## config.mk

```make
export PLATFORM = sky130hd
export DESIGN_NAME = cp0_int_ctrl
export DESIGN_NICKNAME = d
export VERILOG_FILES = /design/src/rtl/cp0_pkg.sv /design/src/rtl/cp0_int_fsm.sv /design/src/rtl/cp0_int_ctrl.sv
export SDC_FILE = /design/constraint.sdc
export NUM_CORES = 1
export LEC_CHECK = 0
export ABC_AREA = 1
export CAP_MARGIN = 5
export CORE_AREA = 5 5 138 74
export DETAILED_ROUTE_END_ITERATION = 10
export DIE_AREA = 0 0 143 79
export PLACE_DENSITY = 0.93
export SYNTH_ARGS = -nofsm -noshare
export SYNTH_HDL_FRONTEND = slang
export SYNTH_SLANG_ARGS = --single-unit
```

## constraint.sdc

```tcl
create_clock -name clk -period 1.8 [get_ports clk]
set_input_delay 0.45 -clock clk [delete_from_list [all_inputs] [get_ports clk]]
set_output_delay 0.45 -clock clk [all_outputs]
set_load 0.01 [all_outputs]
```

## src/rtl/cp0_pkg.sv

```systemverilog
// Shared constants for the CP0 interrupt controller: register indices,
// SR/Cause field positions, FSM state encoding and parameter defaults.
package cp0_pkg;

    // CP0 register indices for mfc0/mtc0
    localparam logic [4:0] CP0_SR    = 5'd12;
    localparam logic [4:0] CP0_CAUSE = 5'd13;
    localparam logic [4:0] CP0_EPC   = 5'd14;
    localparam logic [4:0] CP0_PRID  = 5'd15;

    // SR field positions
    localparam int SR_IM_HI  = 15;
    localparam int SR_IM_LO  = 10;
    localparam int SR_EXL    = 1;
    localparam int SR_IE     = 0;

    // Cause field positions
    localparam int CAUSE_BD    = 31;
    localparam int CAUSE_IP_HI = 15;
    localparam int CAUSE_IP_LO = 10;

    // Parameter defaults
    localparam logic [31:0] HANDLER_ADDR_DEF = 32'h0000_4180;
    localparam logic [31:0] PRID_DEF         = 32'h4D49_5053;

    // FSM state encoding
    typedef enum logic [1:0] {
        ST_IDLE   = 2'd0,
        ST_FLUSH  = 2'd1,
        ST_HANDLE = 2'd2
    } cp0_state_e;

    // Word-align an address by clearing its two low bits
    function automatic logic [31:0] word_align(input logic [31:0] addr);
        return {addr[31:2], 2'b00};
    endfunction

endpackage : cp0_pkg

```

## src/rtl/cp0_int_fsm.sv

```systemverilog
// Interrupt sequencing FSM: decides when an interrupt is taken, drives the
// one-cycle pipeline flush and produces the PC redirect for both interrupt
// entry and eret.
module cp0_int_fsm
    import cp0_pkg::*;
#(
    parameter logic [31:0] HANDLER_ADDR = HANDLER_ADDR_DEF
) (
    input  logic        clk,
    input  logic        rst_n,
    input  logic        irq_ready_i,    // some enabled source pending, IE=1, EXL=0
    input  logic        eret_i,
    input  logic [31:0] epc_i,
    output logic        take_o,
    output logic        eret_ok_o,      // eret that actually retires (not flushed)
    output logic        int_accept_o,
    output logic        pc_redirect_o,
    output logic [31:0] new_pc_o,
    output logic [1:0]  state_o
);

    localparam logic [1:0] IDLE   = 2'd0;
    localparam logic [1:0] FLUSH  = 2'd1;
    localparam logic [1:0] HANDLE = 2'd2;

    logic [1:0] state_q;
    logic [1:0] state_d;

    // Take / eret qualification. An eret in the same cycle suppresses the
    // take; an eret seen during FLUSH belongs to an instruction being
    // flushed, so it neither retires nor redirects.
    always_comb begin
        take_o    = irq_ready_i & ~eret_i & (state_q == IDLE);
        eret_ok_o = eret_i & (state_q != FLUSH);
    end

    // Next-state logic
    always_comb begin
        state_d = state_q;
        case (state_q)
            IDLE:    if (take_o) state_d = FLUSH;
            FLUSH:   state_d = HANDLE;
            HANDLE:  if (eret_i) state_d = IDLE;
            default: state_d = IDLE;
        endcase
    end

    // State register
    always_ff @(posedge clk or negedge rst_n) begin
        if (!rst_n) state_q <= IDLE;
        else        state_q <= state_d;
    end

    // Flush pulse and PC redirect generation
    always_comb begin
        int_accept_o  = 1'b0;
        pc_redirect_o = 1'b0;
        new_pc_o      = 32'h0;
        if (state_q == FLUSH) begin
            int_accept_o  = 1'b1;
            pc_redirect_o = 1'b1;
            new_pc_o      = HANDLER_ADDR;
        end else if (eret_ok_o) begin
            pc_redirect_o = 1'b1;
            new_pc_o      = epc_i;
        end
    end

    assign state_o = state_q;

endmodule : cp0_int_fsm

```

## src/rtl/cp0_int_ctrl.sv

```systemverilog
// CP0 interrupt controller top: holds SR, Cause and EPC, services mfc0/mtc0,
// and hands interrupt sequencing to cp0_int_fsm.
module cp0_int_ctrl
    import cp0_pkg::*;
#(
    parameter logic [31:0] HANDLER_ADDR = HANDLER_ADDR_DEF,
    parameter logic [31:0] PRID         = PRID_DEF
) (
    input  logic        clk,
    input  logic        rst_n,
    input  logic        IntReq,
    input  logic [4:0]  HWInt,
    input  logic [31:0] PCM,
    input  logic        BDM,
    input  logic [4:0]  A,
    input  logic        We,
    input  logic [31:0] DIn,
    input  logic        ERet,
    output logic [31:0] DOut,
    output logic        IntAccept,
    output logic        PCRedirect,
    output logic [31:0] NewPC,
    output logic [31:0] EPCOut,
    output logic [1:0]  state_dbg
);

    // Architectural state
    logic [5:0]  sr_im_q,    sr_im_d;
    logic        sr_exl_q,   sr_exl_d;
    logic        sr_ie_q,    sr_ie_d;
    logic        cause_bd_q, cause_bd_d;
    logic [5:0]  cause_ip_q, cause_ip_d;
    logic [31:0] epc_q,      epc_d;

    logic [5:0]  pend;
    logic        irq_ready;
    logic        take;
    logic        eret_ok;
    logic [31:0] trap_pc;
    logic [31:0] sr_word;
    logic [31:0] cause_word;

    // Pending sources and interrupt readiness (state gating done in the FSM)
    always_comb begin
        pend      = {HWInt, IntReq};
        irq_ready = (|(pend & sr_im_q)) & sr_ie_q & ~sr_exl_q;
        // A delay-slot instruction restarts at its branch; PCM-4 wraps mod 2^32
        trap_pc   = word_align(BDM ? (PCM - 32'd4) : PCM);
    end

    cp0_int_fsm #(
        .HANDLER_ADDR (HANDLER_ADDR)
    ) u_fsm (
        .clk           (clk),
        .rst_n         (rst_n),
        .irq_ready_i   (irq_ready),
        .eret_i        (ERet),
        .epc_i         (epc_q),
        .take_o        (take),
        .eret_ok_o     (eret_ok),
        .int_accept_o  (IntAccept),
        .pc_redirect_o (PCRedirect),
        .new_pc_o      (NewPC),
        .state_o       (state_dbg)
    );

    // Next-value logic for SR, Cause and EPC. A take discards any
    // coincident mtc0 because that instruction re-executes from EPC.
    always_comb begin
        sr_im_d    = sr_im_q;
        sr_exl_d   = sr_exl_q;
        sr_ie_d    = sr_ie_q;
        cause_bd_d = cause_bd_q;
        cause_ip_d = pend;
        epc_d      = epc_q;

        if (take) begin
            epc_d      = trap_pc;
            cause_bd_d = BDM;
            sr_exl_d   = 1'b1;
        end else begin
            if (We && (A == CP0_SR)) begin
                sr_im_d  = DIn[SR_IM_HI:SR_IM_LO];
                sr_exl_d = DIn[SR_EXL];
                sr_ie_d  = DIn[SR_IE];
            end
            if (We && (A == CP0_EPC)) begin
                epc_d = word_align(DIn);
            end
            // eret wins over a same-cycle SR write for EXL only
            if (eret_ok) begin
                sr_exl_d = 1'b0;
            end
        end
    end

    // Register update
    always_ff @(posedge clk or negedge rst_n) begin
        if (!rst_n) begin
            sr_im_q    <= 6'h0;
            sr_exl_q   <= 1'b0;
            sr_ie_q    <= 1'b0;
            cause_bd_q <= 1'b0;
            cause_ip_q <= 6'h0;
            epc_q      <= 32'h0;
        end else begin
            sr_im_q    <= sr_im_d;
            sr_exl_q   <= sr_exl_d;
            sr_ie_q    <= sr_ie_d;
            cause_bd_q <= cause_bd_d;
            cause_ip_q <= cause_ip_d;
            epc_q      <= epc_d;
        end
    end

    // mfc0 read mux; unused bits read as zero
    always_comb begin
        sr_word    = {16'h0, sr_im_q, 8'h0, sr_exl_q, sr_ie_q};
        cause_word = {cause_bd_q, 15'h0, cause_ip_q, 10'h0};
        case (A)
            CP0_SR:    DOut = sr_word;
            CP0_CAUSE: DOut = cause_word;
            CP0_EPC:   DOut = epc_q;
            CP0_PRID:  DOut = PRID;
            default:   DOut = 32'h0;
        endcase
    end

    assign EPCOut = epc_q;

endmodule : cp0_int_ctrl
```

==> run metrics <==
outcome finished with violations; failing checks setup timing; number of distinct library cells after synthesis 42; Worst Max-Slew Pin Slew 0.551 ns; # fillers 657; Most used DFF post-synth dfrtp_1; Final Critical Period 1.90 ns; Routed met2 length 7.86 mm; Seq/Total Area, Yosys 33.1%; EDFF count, synth 0; Die Area 11300 um2; Sw Pwr 3.15 mW; area share of fa/ha/maj cells after synthesis 0.352%; mux share of post-synthesis cell area 0%; via count of the first global-routing pass 4771; cell leakage power 3.32 nW; # DRC 0; synthesized area 3560 um2; Root Driver clkbuf_16; final RePlAce weighted congestion 0.990; Post-Synth Simple-Gate Area 37.7%; Flop pwr share 24.2%; r2r setup slk -0.02 ns; Die H 79 um; first-pass GRT wire length 25.0 mm; xor/xnor share of the synthesized area 3.20%; Area Growth Syn to Fin 88.4%; CP Class input port to output port; placed cell areas 5920 um2; RSZ-0062 raised after global routing true; I/O Pins 180; clock buffer depth 2; Comb pwr share 60.7%; Synth Area in Compound Gates 12.3%; final WL 17.5 mm; clk_skew 0.0117 ns; 1st-pass router iterations 7; top layer in use met4; flops & latches, synth 47; Rows 25; Initial Util 39.4%; number of DRC markers in iteration 0 355; Clk pwr share 15.1%; largest net degree at the start of global routing 31; via count 4909; Area contributors post-synth dfrtp_1, nand2_1, nor2_1; Post-Syn Instances 551; net total in the final layout 888; Worst Hold Class input port to asynchronous set/reset pin; Sink Count 47; DP HPWL 11.9 mm; Final setup viols 41; crit path to DOut[13]; period utilisation layout 106%; number of max-cap violations 0; met3 WL 1.91 mm; Yosys top cell by area dfrtp_1; routed vias/inst 5.28; Startpoint Class input port; clk_lat worst skew 0.30 ns; Worst R2R End EPCOut[8]; Async S/R FF share, synth 100%; maximum vdd drop 779 uV; Max transition margin 63.3%; Worst R2R Start u_fsm.state_o[0]; largest family of logic cells by synthesized area simple AND/OR/NAND/NOR gates; Critical Path RT 1.35 ns; Final Worst Setup Slack -0.101 ns; total global-route track usage 28.5%; cts hold-fix bufs 0; Antenna Nets Post-Route 0; endpoints failing hold 0; share of cells above drive strength 1 35.6%; Crit. End Element output port; R2R cell count 12; CP max FO 5; wl on met1 7.27 mm; Power Density 1110 nW/um2; Mean Syn Cell Area 6.46 um2; top cell type's share of synthesized area 33.1%; fmax 526 MHz; total gr overflow 0; die width 143 um; drt wl/cell 18.9 um; Warnings, synthesis 0; Net Sw Frac 42.4%; Pins Over Slew Limit 0; CTS H-Tree Depth 2; final non-filler cell area 6710 um2; TritonCTS buffer count 5; Core Util, Final 74.2%; post-route setup TNS -2.01 ns; Core ar. 9040 um2; Worst-path clk slew 0.07 ns; CTS tree yes; Worst Setup SP A[3]; antenna violations before repair 0; Port Buffers 173; WP data arrival 1.45 ns; Int Power 4.29 mW
timing repair:
item	in CTS	in global routing
setup endpoints to repair	93	98
gates resized for setup	341	144
cloned	5	3
pin swaps	16	26
setup buffers	11	4
placed cells by master (no fill, tap or decap), types with 5 or more instances in the layout:
master	count
buf_4	74
o22ai_1	5
o21ai_2	14
nand2_1	124
xor2_1	10
nor2_2	25
clkbuf_16	8
nand2_2	6
buf_6	38
nor2_1	74
clkdlybuf4s50_1	87
dlymetal6s2s_1	10
nand4_1	11
inv_2	12
dlygate4sd2_1	5
nor2_4	34
o21ai_1	26
o21ai_0	9
nand3_1	22
nand2_4	5
inv_1	59
dfrtp_1	47
a21oi_1	13
buf_2	40
buf_12	9
registers in the layout, indices dropped and copies added (netlist names):
signal	flops
sr_exl_q	1
sr_im_q	6
EPCOut	30
cause_bd_q	1
sr_ie_q	1
cause_ip_q	6
u_fsm.state_o	2
metal layers:
| layer | up-vias | track usage, % |
|---|---|---|
| met4 | 0 | 8.73 |
| met5 | - | 0 |
| met3 | 50 | 6.26 |
| li1 | 2237 | - |
| met1 | 2297 | 38.5 |
| met2 | 325 | 45.9 |
worst max-delay path, stage by stage:
cell and delay (ns):
buf_6 0.08, nand2_4 0.06, nor2_4 0.14, nand2_4 0.10, buf_12 0.15, buf_16 0.14, o211ai_1 0.17, buf_2 0.16
cell type report:
type,count,area (um2),area share [%]
timing repair buffer,269,2540,37.9
antenna,1,2.50,0.0373
clock buffer,5,125,1.87
tap,121,151,2.26
clock inverter,3,46.3,0.690
multi-input combinational,408,2360,35.2
inverter,76,300,4.48
sequential,47,1180,17.5
stage by stage:
step	cells	hold slack (ns)	setup WS [ns]	total power [mW]
2_1_floorplan	554	0.154	0.0609	3.45
3_3_place_gp	904	0.439	-0.802	5.42
3_5_place_dp	904	0.450	-0.855	5.54
4_1_cts	927	0.149	-0.150	6.63
5_1_grt	929	0.153	-0.140	7.85
6_report	930	0.141	-0.101	7.44
worst min-delay path by stage:
| stage | to | slack [ns] | start | depth (start not counted) |
|---|---|---|---|---|
| 6_report | EPCOut[22] | 0.14 | rst_n | 1 |
| 4_1_cts | EPCOut[17] | 0.15 | rst_n | 1 |
| 2_1_floorplan | EPCOut[10] | 0.15 | rst_n | 0 |
| 5_1_grt | EPCOut[27] | 0.15 | rst_n | 1 |
| 3_5_place_dp | EPCOut[27] | 0.45 | rst_n | 1 |
| 3_3_place_gp | EPCOut[22] | 0.44 | rst_n | 1 |
cell families (layout without fill, tap and decap cells):
family / after synthesis / in the layout
flip-flops: 47 / 47
AO/OA/AOI/OAI: 78 / 78
adder cells (fa/ha/maj): 1 / 1
other: 1 / 5
XOR/XNOR: 13 / 13
AND/OR/NAND/NOR: 312 / 312
buffers and inverters: 99 / 353
cells in the mapped netlist, types with 2 or more instances:
| library cell | n |
|---|---|
| a21oi_1 | 13 |
| dfrtp_1 | 47 |
| nand2_1 | 133 |
| o22ai_1 | 5 |
| buf_6 | 6 |
| xor2_1 | 10 |
| clkbuf_1 | 4 |
| o21ai_0 | 22 |
| buf_4 | 6 |
| inv_1 | 67 |
| nor2_1 | 121 |
| o21ai_1 | 25 |
| o2111ai_1 | 2 |
| inv_2 | 7 |
| o211ai_1 | 4 |
| nand4_1 | 11 |
| buf_2 | 5 |
| nor2_2 | 8 |
| nand2_2 | 2 |
| nor2_4 | 4 |
| xnor2_1 | 3 |
| o21ai_2 | 2 |
| nor3_2 | 2 |
| nand3_1 | 24 |
power by group through the flow:
stage                     Combinational (mW)  Clock [mW]  Sequential [mW]
after floorplan                         1.54           0             1.92
after global placement                  3.66           0             1.76
after detailed placement                3.76           0             1.78
after CTS                               3.75        1.11             1.77
after global routing                    4.84        1.16             1.85
final                                   4.52        1.12             1.80
Note: power is estimated with default switching activity, not from simulation.
